`config.mk`:
```
export PLATFORM = sky130hd
export DESIGN_NAME = rv_execute_flat
export DESIGN_NICKNAME = d
export VERILOG_FILES = /design/src/rtl/rv_execute_if.sv /design/src/rtl/rv_execute.sv /design/src/flat_wrapper.sv
export SDC_FILE = /design/constraint.sdc
export NUM_CORES = 2
export LEC_CHECK = 0
export ABC_CLOCK_PERIOD_IN_PS = 4610
export CORE_ASPECT_RATIO = 0.9
export CORE_MARGIN = 2
export CORE_UTILIZATION = 30
export CTS_CLUSTER_DIAMETER = 60
export DETAILED_ROUTE_END_ITERATION = 8
export PLACE_DENSITY = 0.52
export SYNTH_ARGS = -nofsm -noshare
export SYNTH_HDL_FRONTEND = slang
export SYNTH_SLANG_ARGS = --single-unit
export TNS_END_PERCENT = 10
```
`constraint.sdc`:
```
create_clock -name clk -period 4.61 [get_ports clk]
set_input_delay 0.922 -clock clk [delete_from_list [all_inputs] [get_ports clk]]
set_output_delay 0.922 -clock clk [all_outputs]
set_load 0.02 [all_outputs]
```
`src/rtl/rv_execute_if.sv`:
```
// Decode/control <-> execute stage bundle: Q102H operands and control in, branch redirect,
// MDU stall and Q103H pipeline registers out.
interface rv_execute_if;
  logic        valid_Q102H;
  logic        flush_Q102H;
  logic        ready_Q103H;
  logic [31:0] pc_Q102H;
  logic [31:0] imm_Q102H;
  logic [31:0] reg_data1_Q102H;
  logic [31:0] reg_data2_Q102H;
  logic [4:0]  alu_op_Q102H;
  logic        sel_src1_pc_Q102H;
  logic        sel_src2_imm_Q102H;
  logic [2:0]  br_type_Q102H;

  logic        stall_Q102H;
  logic        br_taken_Q102H;
  logic [31:0] br_target_Q102H;
  logic [31:0] alu_out_Q103H;
  logic [31:0] store_data_Q103H;
  logic [31:0] pc_Q103H;
  logic        valid_Q103H;

  modport master (
    output valid_Q102H, flush_Q102H, ready_Q103H, pc_Q102H, imm_Q102H,
           reg_data1_Q102H, reg_data2_Q102H, alu_op_Q102H, sel_src1_pc_Q102H,
           sel_src2_imm_Q102H, br_type_Q102H,
    input  stall_Q102H, br_taken_Q102H, br_target_Q102H, alu_out_Q103H,
           store_data_Q103H, pc_Q103H, valid_Q103H
  );

  modport slave (
    input  valid_Q102H, flush_Q102H, ready_Q103H, pc_Q102H, imm_Q102H,
           reg_data1_Q102H, reg_data2_Q102H, alu_op_Q102H, sel_src1_pc_Q102H,
           sel_src2_imm_Q102H, br_type_Q102H,
    output stall_Q102H, br_taken_Q102H, br_target_Q102H, alu_out_Q103H,
           store_data_Q103H, pc_Q103H, valid_Q103H
  );
endinterface

```
`src/rtl/rv_execute.sv`:
```
// RV32IM execute stage: single-cycle ALU, branch resolution and an iterative radix-2
// multiply/divide unit that stalls Q102H while it runs; results register into Q103H.
module rv_execute #(
  parameter int unsigned MDU_ITER = 32
) (
  input  logic        clk,
  input  logic        rst_n,
  rv_execute_if.slave ex
);

  localparam int unsigned CntW = $clog2(MDU_ITER) + 1;

  localparam logic [4:0] OpAdd    = 5'd0;
  localparam logic [4:0] OpSub    = 5'd1;
  localparam logic [4:0] OpSll    = 5'd2;
  localparam logic [4:0] OpSlt    = 5'd3;
  localparam logic [4:0] OpSltu   = 5'd4;
  localparam logic [4:0] OpXor    = 5'd5;
  localparam logic [4:0] OpSrl    = 5'd6;
  localparam logic [4:0] OpSra    = 5'd7;
  localparam logic [4:0] OpOr     = 5'd8;
  localparam logic [4:0] OpAnd    = 5'd9;
  localparam logic [4:0] OpPassB  = 5'd10;
  localparam logic [4:0] OpMul    = 5'd11;
  localparam logic [4:0] OpMulh   = 5'd12;
  localparam logic [4:0] OpMulhsu = 5'd13;
  localparam logic [4:0] OpMulhu  = 5'd14;
  localparam logic [4:0] OpDiv    = 5'd15;
  localparam logic [4:0] OpDivu   = 5'd16;
  localparam logic [4:0] OpRem    = 5'd17;
  localparam logic [4:0] OpRemu   = 5'd18;

  typedef enum logic [1:0] {StIdle, StCalc, StDone} mdu_state_e;

  mdu_state_e      state_q, state_d;
  logic [CntW-1:0] cnt_q, cnt_d;
  logic [63:0]     p_q, p_d;      // {remainder, quotient} or {product hi, multiplier}
  logic [31:0]     d_q, d_d;      // multiplicand or divisor magnitude
  logic [4:0]      op_q, op_d;
  logic            sa_q, sa_d, sb_q, sb_d, div0_q, div0_d;

  logic [31:0] alu_out_q, store_data_q, pc_out_q;
  logic        valid_out_q;

  logic [31:0] op_a, op_b, alu_res, mdu_res, res_sel;
  logic [4:0]  shamt;
  logic        cond, jump, is_mdu, mdu_req, stall, load;
  logic        a_signed, b_signed, sa, sb;
  logic [31:0] abs_a, abs_b;

  assign op_a  = ex.sel_src1_pc_Q102H  ? ex.pc_Q102H  : ex.reg_data1_Q102H;
  assign op_b  = ex.sel_src2_imm_Q102H ? ex.imm_Q102H : ex.reg_data2_Q102H;
  assign shamt = op_b[4:0];

  always_comb begin
    alu_res = 32'd0;
    case (ex.alu_op_Q102H)
      OpAdd:   alu_res = op_a + op_b;
      OpSub:   alu_res = op_a - op_b;
      OpSll:   alu_res = op_a << shamt;
      OpSlt:   alu_res = {31'd0, $signed(op_a) < $signed(op_b)};
      OpSltu:  alu_res = {31'd0, op_a < op_b};
      OpXor:   alu_res = op_a ^ op_b;
      OpSrl:   alu_res = op_a >> shamt;
      OpSra:   alu_res = $signed(op_a) >>> shamt;
      OpOr:    alu_res = op_a | op_b;
      OpAnd:   alu_res = op_a & op_b;
      OpPassB: alu_res = op_b;
      default: alu_res = 32'd0;
    endcase
  end

  // Branch compare always uses the register operands, independent of the ALU muxes.
  always_comb begin
    cond = 1'b0;
    case (ex.br_type_Q102H)
      3'd1:    cond = ex.reg_data1_Q102H == ex.reg_data2_Q102H;
      3'd2:    cond = ex.reg_data1_Q102H != ex.reg_data2_Q102H;
      3'd3:    cond = $signed(ex.reg_data1_Q102H) <  $signed(ex.reg_data2_Q102H);
      3'd4:    cond = $signed(ex.reg_data1_Q102H) >= $signed(ex.reg_data2_Q102H);
      3'd5:    cond = ex.reg_data1_Q102H <  ex.reg_data2_Q102H;
      3'd6:    cond = ex.reg_data1_Q102H >= ex.reg_data2_Q102H;
      3'd7:    cond = 1'b1;
      default: cond = 1'b0;
    endcase
  end

  assign jump = ex.br_type_Q102H == 3'd7;
  assign ex.br_taken_Q102H  = ex.valid_Q102H & ~ex.flush_Q102H & cond;
  assign ex.br_target_Q102H = (jump & ~ex.sel_src1_pc_Q102H) ?
                              ((ex.reg_data1_Q102H + ex.imm_Q102H) & ~32'd1) :
                              (ex.pc_Q102H + ex.imm_Q102H);

  assign is_mdu  = (ex.alu_op_Q102H >= OpMul) && (ex.alu_op_Q102H <= OpRemu);
  assign mdu_req = ex.valid_Q102H & ~ex.flush_Q102H & is_mdu;

  // Signed-magnitude operands; MUL low word is sign-agnostic so it runs unsigned.
  assign a_signed = (ex.alu_op_Q102H == OpMulh) || (ex.alu_op_Q102H == OpMulhsu) ||
                    (ex.alu_op_Q102H == OpDiv)  || (ex.alu_op_Q102H == OpRem);
  assign b_signed = (ex.alu_op_Q102H == OpMulh) || (ex.alu_op_Q102H == OpDiv) ||
                    (ex.alu_op_Q102H == OpRem);
  assign sa    = a_signed & op_a[31];
  assign sb    = b_signed & op_b[31];
  assign abs_a = sa ? (32'd0 - op_a) : op_a;
  assign abs_b = sb ? (32'd0 - op_b) : op_b;

  logic [32:0] sum33, r33, diff33;
  logic [63:0] mul_step, div_step;
  logic        op_div_q;

  assign op_div_q = op_q >= OpDiv;
  assign sum33    = {1'b0, p_q[63:32]} + (p_q[0] ? {1'b0, d_q} : 33'd0);
  assign mul_step = {sum33, p_q[31:1]};
  assign r33      = {p_q[63:32], p_q[31]};
  assign diff33   = r33 - {1'b0, d_q};
  assign div_step = diff33[32] ? {r33[31:0], p_q[30:0], 1'b0} :
                                 {diff33[31:0], p_q[30:0], 1'b1};

  always_comb begin
    state_d = state_q;
    cnt_d   = cnt_q;
    p_d     = p_q;
    d_d     = d_q;
    op_d    = op_q;
    sa_d    = sa_q;
    sb_d    = sb_q;
    div0_d  = div0_q;
    stall   = 1'b0;
    case (state_q)
      StIdle: begin
        if (mdu_req) begin
          stall   = 1'b1;
          p_d     = {32'd0, abs_a};
          d_d     = abs_b;
          op_d    = ex.alu_op_Q102H;
          sa_d    = sa;
          sb_d    = sb;
          div0_d  = op_b == 32'd0;
          cnt_d   = '0;
          state_d = StCalc;
        end
      end
      StCalc: begin
        stall = 1'b1;
        p_d   = op_div_q ? div_step : mul_step;
        cnt_d = cnt_q + CntW'(1);
        if (cnt_q == CntW'(MDU_ITER - 1)) state_d = StDone;
      end
      StDone: begin
        if (ex.ready_Q103H) state_d = StIdle;
      end
      default: state_d = StIdle;
    endcase
    if (ex.flush_Q102H) state_d = StIdle;
  end

  logic [63:0] prod;
  logic [31:0] quo, rem;

  assign prod = (sa_q ^ sb_q) ? (64'd0 - p_q) : p_q;
  assign quo  = div0_q ? 32'hFFFF_FFFF : ((sa_q ^ sb_q) ? (32'd0 - p_q[31:0]) : p_q[31:0]);
  assign rem  = sa_q ? (32'd0 - p_q[63:32]) : p_q[63:32];

  always_comb begin
    mdu_res = 32'd0;
    case (op_q)
      OpMul:                       mdu_res = prod[31:0];
      OpMulh, OpMulhsu, OpMulhu:   mdu_res = prod[63:32];
      OpDiv, OpDivu:               mdu_res = quo;
      OpRem, OpRemu:               mdu_res = rem;
      default:                     mdu_res = 32'd0;
    endcase
  end

  assign res_sel = (state_q == StDone) ? mdu_res :
                   jump                ? (ex.pc_Q102H + 32'd4) : alu_res;
  assign load    = ex.ready_Q103H & ~stall;

  always_ff @(posedge clk or negedge rst_n) begin
    if (!rst_n) begin
      state_q <= StIdle;
      cnt_q   <= '0;
      p_q     <= 64'd0;
      d_q     <= 32'd0;
      op_q    <= 5'd0;
      sa_q    <= 1'b0;
      sb_q    <= 1'b0;
      div0_q  <= 1'b0;
    end else begin
      state_q <= state_d;
      cnt_q   <= cnt_d;
      p_q     <= p_d;
      d_q     <= d_d;
      op_q    <= op_d;
      sa_q    <= sa_d;
      sb_q    <= sb_d;
      div0_q  <= div0_d;
    end
  end

  always_ff @(posedge clk or negedge rst_n) begin
    if (!rst_n) begin
      alu_out_q    <= 32'd0;
      store_data_q <= 32'd0;
      pc_out_q     <= 32'd0;
      valid_out_q  <= 1'b0;
    end else if (load) begin
      alu_out_q    <= res_sel;
      store_data_q <= ex.reg_data2_Q102H;
      pc_out_q     <= ex.pc_Q102H;
      valid_out_q  <= ex.valid_Q102H & ~ex.flush_Q102H;
    end
  end

  assign ex.stall_Q102H      = stall;
  assign ex.alu_out_Q103H    = alu_out_q;
  assign ex.store_data_Q103H = store_data_q;
  assign ex.pc_Q103H         = pc_out_q;
  assign ex.valid_Q103H      = valid_out_q;

endmodule

```
`src/flat_wrapper.sv`:
```
// flat-port wrapper written by rule: the top's interface ports become plain ports
module rv_execute_flat 
#(
  parameter int unsigned MDU_ITER = 32
)
  (clk, rst_n, ex_valid_Q102H, ex_flush_Q102H, ex_ready_Q103H, ex_pc_Q102H, ex_imm_Q102H, ex_reg_data1_Q102H, ex_reg_data2_Q102H, ex_alu_op_Q102H, ex_sel_src1_pc_Q102H, ex_sel_src2_imm_Q102H, ex_br_type_Q102H, ex_stall_Q102H, ex_br_taken_Q102H, ex_br_target_Q102H, ex_alu_out_Q103H, ex_store_data_Q103H, ex_pc_Q103H, ex_valid_Q103H);
  rv_execute_if ex_i ();
  input  logic clk;
  input  logic rst_n;
  input wire logic [$bits(ex_i.valid_Q102H)-1:0] ex_valid_Q102H;
  input wire logic [$bits(ex_i.flush_Q102H)-1:0] ex_flush_Q102H;
  input wire logic [$bits(ex_i.ready_Q103H)-1:0] ex_ready_Q103H;
  input wire logic [$bits(ex_i.pc_Q102H)-1:0] ex_pc_Q102H;
  input wire logic [$bits(ex_i.imm_Q102H)-1:0] ex_imm_Q102H;
  input wire logic [$bits(ex_i.reg_data1_Q102H)-1:0] ex_reg_data1_Q102H;
  input wire logic [$bits(ex_i.reg_data2_Q102H)-1:0] ex_reg_data2_Q102H;
  input wire logic [$bits(ex_i.alu_op_Q102H)-1:0] ex_alu_op_Q102H;
  input wire logic [$bits(ex_i.sel_src1_pc_Q102H)-1:0] ex_sel_src1_pc_Q102H;
  input wire logic [$bits(ex_i.sel_src2_imm_Q102H)-1:0] ex_sel_src2_imm_Q102H;
  input wire logic [$bits(ex_i.br_type_Q102H)-1:0] ex_br_type_Q102H;
  output wire logic [$bits(ex_i.stall_Q102H)-1:0] ex_stall_Q102H;
  output wire logic [$bits(ex_i.br_taken_Q102H)-1:0] ex_br_taken_Q102H;
  output wire logic [$bits(ex_i.br_target_Q102H)-1:0] ex_br_target_Q102H;
  output wire logic [$bits(ex_i.alu_out_Q103H)-1:0] ex_alu_out_Q103H;
  output wire logic [$bits(ex_i.store_data_Q103H)-1:0] ex_store_data_Q103H;
  output wire logic [$bits(ex_i.pc_Q103H)-1:0] ex_pc_Q103H;
  output wire logic [$bits(ex_i.valid_Q103H)-1:0] ex_valid_Q103H;
  assign ex_i.valid_Q102H = ex_valid_Q102H;
  assign ex_i.flush_Q102H = ex_flush_Q102H;
  assign ex_i.ready_Q103H = ex_ready_Q103H;
  assign ex_i.pc_Q102H = ex_pc_Q102H;
  assign ex_i.imm_Q102H = ex_imm_Q102H;
  assign ex_i.reg_data1_Q102H = ex_reg_data1_Q102H;
  assign ex_i.reg_data2_Q102H = ex_reg_data2_Q102H;
  assign ex_i.alu_op_Q102H = ex_alu_op_Q102H;
  assign ex_i.sel_src1_pc_Q102H = ex_sel_src1_pc_Q102H;
  assign ex_i.sel_src2_imm_Q102H = ex_sel_src2_imm_Q102H;
  assign ex_i.br_type_Q102H = ex_br_type_Q102H;
  assign ex_stall_Q102H = ex_i.stall_Q102H;
  assign ex_br_taken_Q102H = ex_i.br_taken_Q102H;
  assign ex_br_target_Q102H = ex_i.br_target_Q102H;
  assign ex_alu_out_Q103H = ex_i.alu_out_Q103H;
  assign ex_store_data_Q103H = ex_i.store_data_Q103H;
  assign ex_pc_Q103H = ex_i.pc_Q103H;
  assign ex_valid_Q103H = ex_i.valid_Q103H;
  rv_execute #(.MDU_ITER(MDU_ITER)) u_core (.clk(clk), .rst_n(rst_n), .ex(ex_i));
endmodule
```
-- Word-level counts from Yosys, hierarchy flattened
Cells that the tools add are included.
- shift-type cells: 3
- add/subtract/negate cells: 13
- $lt $le $gt $ge: 9
- eq/ne operators: 38
- bitwise operators: 14
- muxes and demuxes: 28
- reductions and logical operators: 16
- operator list (operator ; count):
    32-bit two-way mux ; 11
    32-bit case mux with 11 select lines ; 1
    64-bit two-way mux ; 4
    32-bit less-than comparator ; 4
    32-bit case mux with 4 select lines ; 1
    64-bit case mux with 2 select lines ; 1
    1-bit by 32-bit subtractor with 32-bit output (first input constant) ; 4
    32-bit adder ; 3
    32-bit >= comparator ; 2
    1-bit by 64-bit subtractor with 64-bit output (first input constant) ; 1
    5-bit by 4-bit == test with 1-bit output (second input constant) ; 11
    32-bit by 33-bit adder with 33-bit output ; 1
    33-bit by 32-bit subtractor with 33-bit output ; 1
    32-bit by 3-bit adder with 32-bit output (second input constant) ; 1
    32-bit AND ; 1
    32-bit == test ; 1
    32-bit logical NOT ; 1
    32-bit inequality test ; 1
    32-bit OR ; 1
    32-bit by 5-bit left shift with 32-bit output ; 1
    32-bit by 5-bit right shift with 32-bit output ; 1
    32-bit by 5-bit >>> shifter with 32-bit output ; 1
    32-bit subtractor ; 1
    32-bit XOR ; 1
    other kinds (35) ; 65
- word-level logic and storage cells: 133
- output and inout port bits: 131
- bits in registers: 209

-- Depth between registers and ports, before layout
- word-level depth: 8
- depth in mapped cells: 20
- gate-level depth less buffers: 15

-- Least setup slack after synthesis
Ideal clock, no wire load.
- path type: input to output
- start point: input port ex_reg_data2_Q102H[31]
- end point: output port ex_br_taken_Q102H
- cell stages on the path: 10
- path slack: -0.142 ns
- buffers on the path: 0
- arrival time: 3.830 ns
- required time: 3.688 ns
- path through: inv_1 > ha_1 > nand4_1 > or4_1 > or4_1 > or3_1 > mux2_1 > o21ai_1 > a31o_1 > a211oi_1
- cells in the longest elaborated chain, start to end: 3
- elaborated cells on any way between the ends: 8
- those cells by class: order compare (4); eq/ne (2); mux (1); bitwise (1)
- ends and longest elaborated chain (item ; RTL line ; text):
    start: declaration ; flat_wrapper.sv:16 ; input wire logic [$bits(ex_i.reg_data2_Q102H)-1:0] ex_reg_data2_Q102H;
    32-bit >= comparator (tied with other cells) ; rv_execute.sv:82 ; 3'd6: cond = ex.reg_data1_Q102H >= ex.reg_data2_Q102H;
    1-bit case mux with 7 select lines (*) ; rv_execute.sv:76 ; case (ex.br_type_Q102H)
    1-bit AND (*) ; rv_execute.sv:89 ; assign ex.br_taken_Q102H = ex.valid_Q102H & ~ex.flush_Q102H & cond;
    end: declaration ; flat_wrapper.sv:22 ; output wire logic [$bits(ex_i.br_taken_Q102H)-1:0] ex_br_taken_Q102H;
Every way passes the cells marked *; elsewhere a longest branch is shown, timed or not.

-- Worst setup path after layout
- start point: input port ex_reg_data2_Q102H[27]
- end point: output port ex_br_taken_Q102H
Same word-level chain as after synthesis.

==> results_dict.tcl <==
set metrics [dict create \
    routabilityCongestion 1.043 \
    final.period_utilization_pct 101.6 \
    status "complete, but fails checks" \
    setup_ws_ns -0.07384 \
    worst_pin_slew_ns 1.028 \
    syn_nets 4622 \
    drtPass1Iterations 6 \
    syn_area_sq_um 31060 \
    cts-htree-levels 2 \
    rsz0062_at_grt "yes" \
    finalPower_mw 16.38 \
    initial_core_util_pct 30.39 \
    finalSetupViolCount 3 \
    maxCapViolations 0 \
    syn_avg_cell_area_sq_um 7.385 \
    holdBufCountCts 0 \
    ys_warn_count 0 \
    clock-skew-final_ns 0.02923 \
    multi_input_area_sq_um 25190 \
    maxSlewHeadroom_pct 31.25 \
    required_ns 3.69 \
    drv_slew 0 \
    grtUsageTotal_pct 34.90 \
    core_sq_um 102200 \
    grt_pass1_vias 36060 \
    ir_drop_uv 305.1 \
    startpoint_type "input pin" \
    rows 111 \
    yosysUniqueCellTypes 119 \
    worstPathArrival_ns 3.76 \
    layout.nets 5710 \
    die_y_microns 309.3 \
    pre_cts_ws_ns -1.202 \
    ioPinCount 274 \
    clk_latency_ns 0.59 \
    yosysTopAreaCell "dfrtp_1" \
    drive_gt1_share_pct 28.01 \
    synth_area_leaders "dfrtp_1, ha_1, nand2_1" \
    end_kind "output port" \
    io_buffer_count 273 \
    synthFlopType "dfrtp_1" \
    cts.reportedPaths.clkPinSlew_ns 0.05 \
    synth.top_cells.by_count "nand2_1, o21ai_0, nor2_1" \
    num_vias 38470 \
    drt_iter0_markers 4324 \
    async_flop_share_pct 100.0 \
    clockRootBuffer "clkbuf_16" \
    via_per_inst 5.765 \
    grt_pass1_wl_mm 268.1 \
    yosysMostFrequentCell "nand2_1" \
    cts_tree "yes" \
    hpwl_mm 158.8 \
    cellLeakagePower_nw 20.33 \
    num-fill-cells 10710 \
    antenna_found_initial 11 \
    routed_wl_mm 191.0 \
    criticalPathCategory "input pin to output port" \
    clockBufferDepth 3 \
    grt_overflow 0 \
    synth_edf_count 0 \
    synth_seq_area_share_pct 16.84 \
    violations "setup timing" \
    area_delta_synth_final_pct 43.81 \
    seq_area_sq_um 5230 \
    ys_ff_latch 209 \
    yosysTopAreaCellShare_pct 16.84 \
    wl_per_cell_microns 28.62 \
    grt_max_degree 93 \
    p_per_area_nw_per_um2 366.6 \
    min_path_type "input pin to asynchronous set/reset pin" \
    drc_errors 0 \
    fmax_mhz 213.5 \
    cts_buffers 34 \
    die_w_microns 343.2 \
    postRouteAntennaNets 0 \
    min_period_ns 4.684 \
    rr_worst_depth 14 \
    cts.sinks 209 \
    synthCells 4206 \
    hold_viol 0 \
    die_area_sq_um 106100 \
    crit_fanout 2 \
]
==> path summary, 6_finish.rpt <==
kind	start	endpoint	slack [ns]
min in group clk	u_core.ex.pc_Q103H[5]	u_core.ex.pc_Q103H[5]	0.47
max	ex_reg_data2_Q102H[27]	ex_br_taken_Q102H	-0.07
min	rst_n	u_core.d_q[25]	0.36
max in group asynchronous	rst_n	u_core.d_q[9]	3.19
max reg2reg	u_core.p_q[31]	u_core.p_q[34]	0.53
min reg2reg	u_core.ex.pc_Q103H[5]	u_core.ex.pc_Q103H[5]	0.47
==> layer usage <==
layer,track usage [%],wire (microns),vias to the layer above
li1,-,-,17520
met1,51.22,88910,18850
met2,50.49,77680,1807
met3,7.175,17320,285
met4,10.97,7045,6
met5,0,42,-
==> critical path: stages <==
cell	delay [ns]
buf_8	0.08
inv_6	0.03
ha_4	0.25
nand4_1	0.15
or4_4	0.58
or4_4	0.50
or3_4	0.36
mux2_1	0.21
o21ai_1	0.06
a31o_1	0.20
a211oi_2	0.23
buf_4	0.18
==> state kept, by name, indices dropped and copies added (netlist names), 2 cells and up <==
| signal | cells |
|---|---|
| u_core.cnt_q | 6 |
| u_core.d_q | 32 |
| u_core.ex.alu_out_Q103H | 32 |
| u_core.ex.pc_Q103H | 32 |
| u_core.ex.store_data_Q103H | 32 |
| u_core.op_q | 5 |
| u_core.p_q | 64 |
| u_core.state_q | 2 |
==> power by group <==
| group | total [mW] | internal, mW | leakage [nW] | switching (mW) |
|---|---|---|---|---|
| clock | 2.66 | 1.55 | 0.545 | 1.10 |
| combinational | 10.7 | 4.35 | 17.1 | 6.36 |
| sequential | 3.01 | 2.27 | 2.64 | 0.745 |
| total | 16.4 | 8.17 | 20.3 | 8.20 |
==> per-stage QoR <==
| step | area [sq um] | hold WS [ns] | instances | setup TNS (ns) | utilization [%] |
|---|---|---|---|---|---|
| finish | 44670 | 0.3647 | 6673 | -0.09529 | 43.70 |
| global route | 44670 | 0.4242 | 6672 | -0.8190 | 43.70 |
| CTS | 44280 | 0.3961 | 6662 | -0.5863 | 43.32 |
| detailed placement | 42350 | 0.4619 | 6583 | -29.29 | 41.43 |
| global placement | 42350 | 0.4573 | 6583 | -29.21 | 41.43 |
| floorplan | 31070 | 0.4485 | 4206 | -0.1344 | - |
==> layout by cell type, fill, tap and decap left out, drive strengths merged, types with 14 or more instances in the layout <==
master / n
nand4: 31
and2: 23
inv: 193
a22oi: 38
mux2i: 195
a2111oi: 15
or4: 16
nor2: 344
clkdlybuf4s50: 151
o22ai: 41
mux2: 23
dfrtp: 209
a21oi: 336
a21o: 78
a221oi: 45
a211oi: 66
a31oi: 72
xnor2: 170
o211ai: 40
o21bai: 26
o21a: 38
nor4: 28
dlygate4sd2: 34
nand2: 548
or3: 31
clkbuf: 74
nand3: 88
o31ai: 40
buf: 1081
xor2: 122
and3: 38
nor3: 83
a221o: 16
nor2b: 32
ha: 267
or2: 14
nand2b: 38
o221ai: 28
o21ai: 397
==> cell families after synthesis <==
| logic type | after synthesis | synth area share [%] |
|---|---|---|
| DFF | 209 | 16.84 |
| xor gates and xnor gates | 292 | 8.294 |
| muxes | 221 | 7.911 |
| AOI/OAI and AO/OA | 1398 | 29.08 |
| buffers and inverters | 452 | 6.038 |
| adders and majority gates | 273 | 11.14 |
| and+or+nand+nor | 1361 | 20.70 |
==> final cells by class <==
class,count,area share [%]
Clock inverter,17,0.4313
Multi-Input combinational cell,3545,56.38
Inverter,188,1.613
Clock buffer,41,2.056
Sequential cell,209,11.71
Timing Repair Buffer,1316,24.00
Antenna cell,1,0.005602
Tap cell,1356,3.798
==> repair_timing <==
item,in CTS,in global routing
hold endpoints to repair,0,0
resized for setup,275,191
pin swaps,86,65
buffers inserted,21,11
cloned,0,0
setup endpoints to repair,31,29
Power figures use the tool's default switching activity.
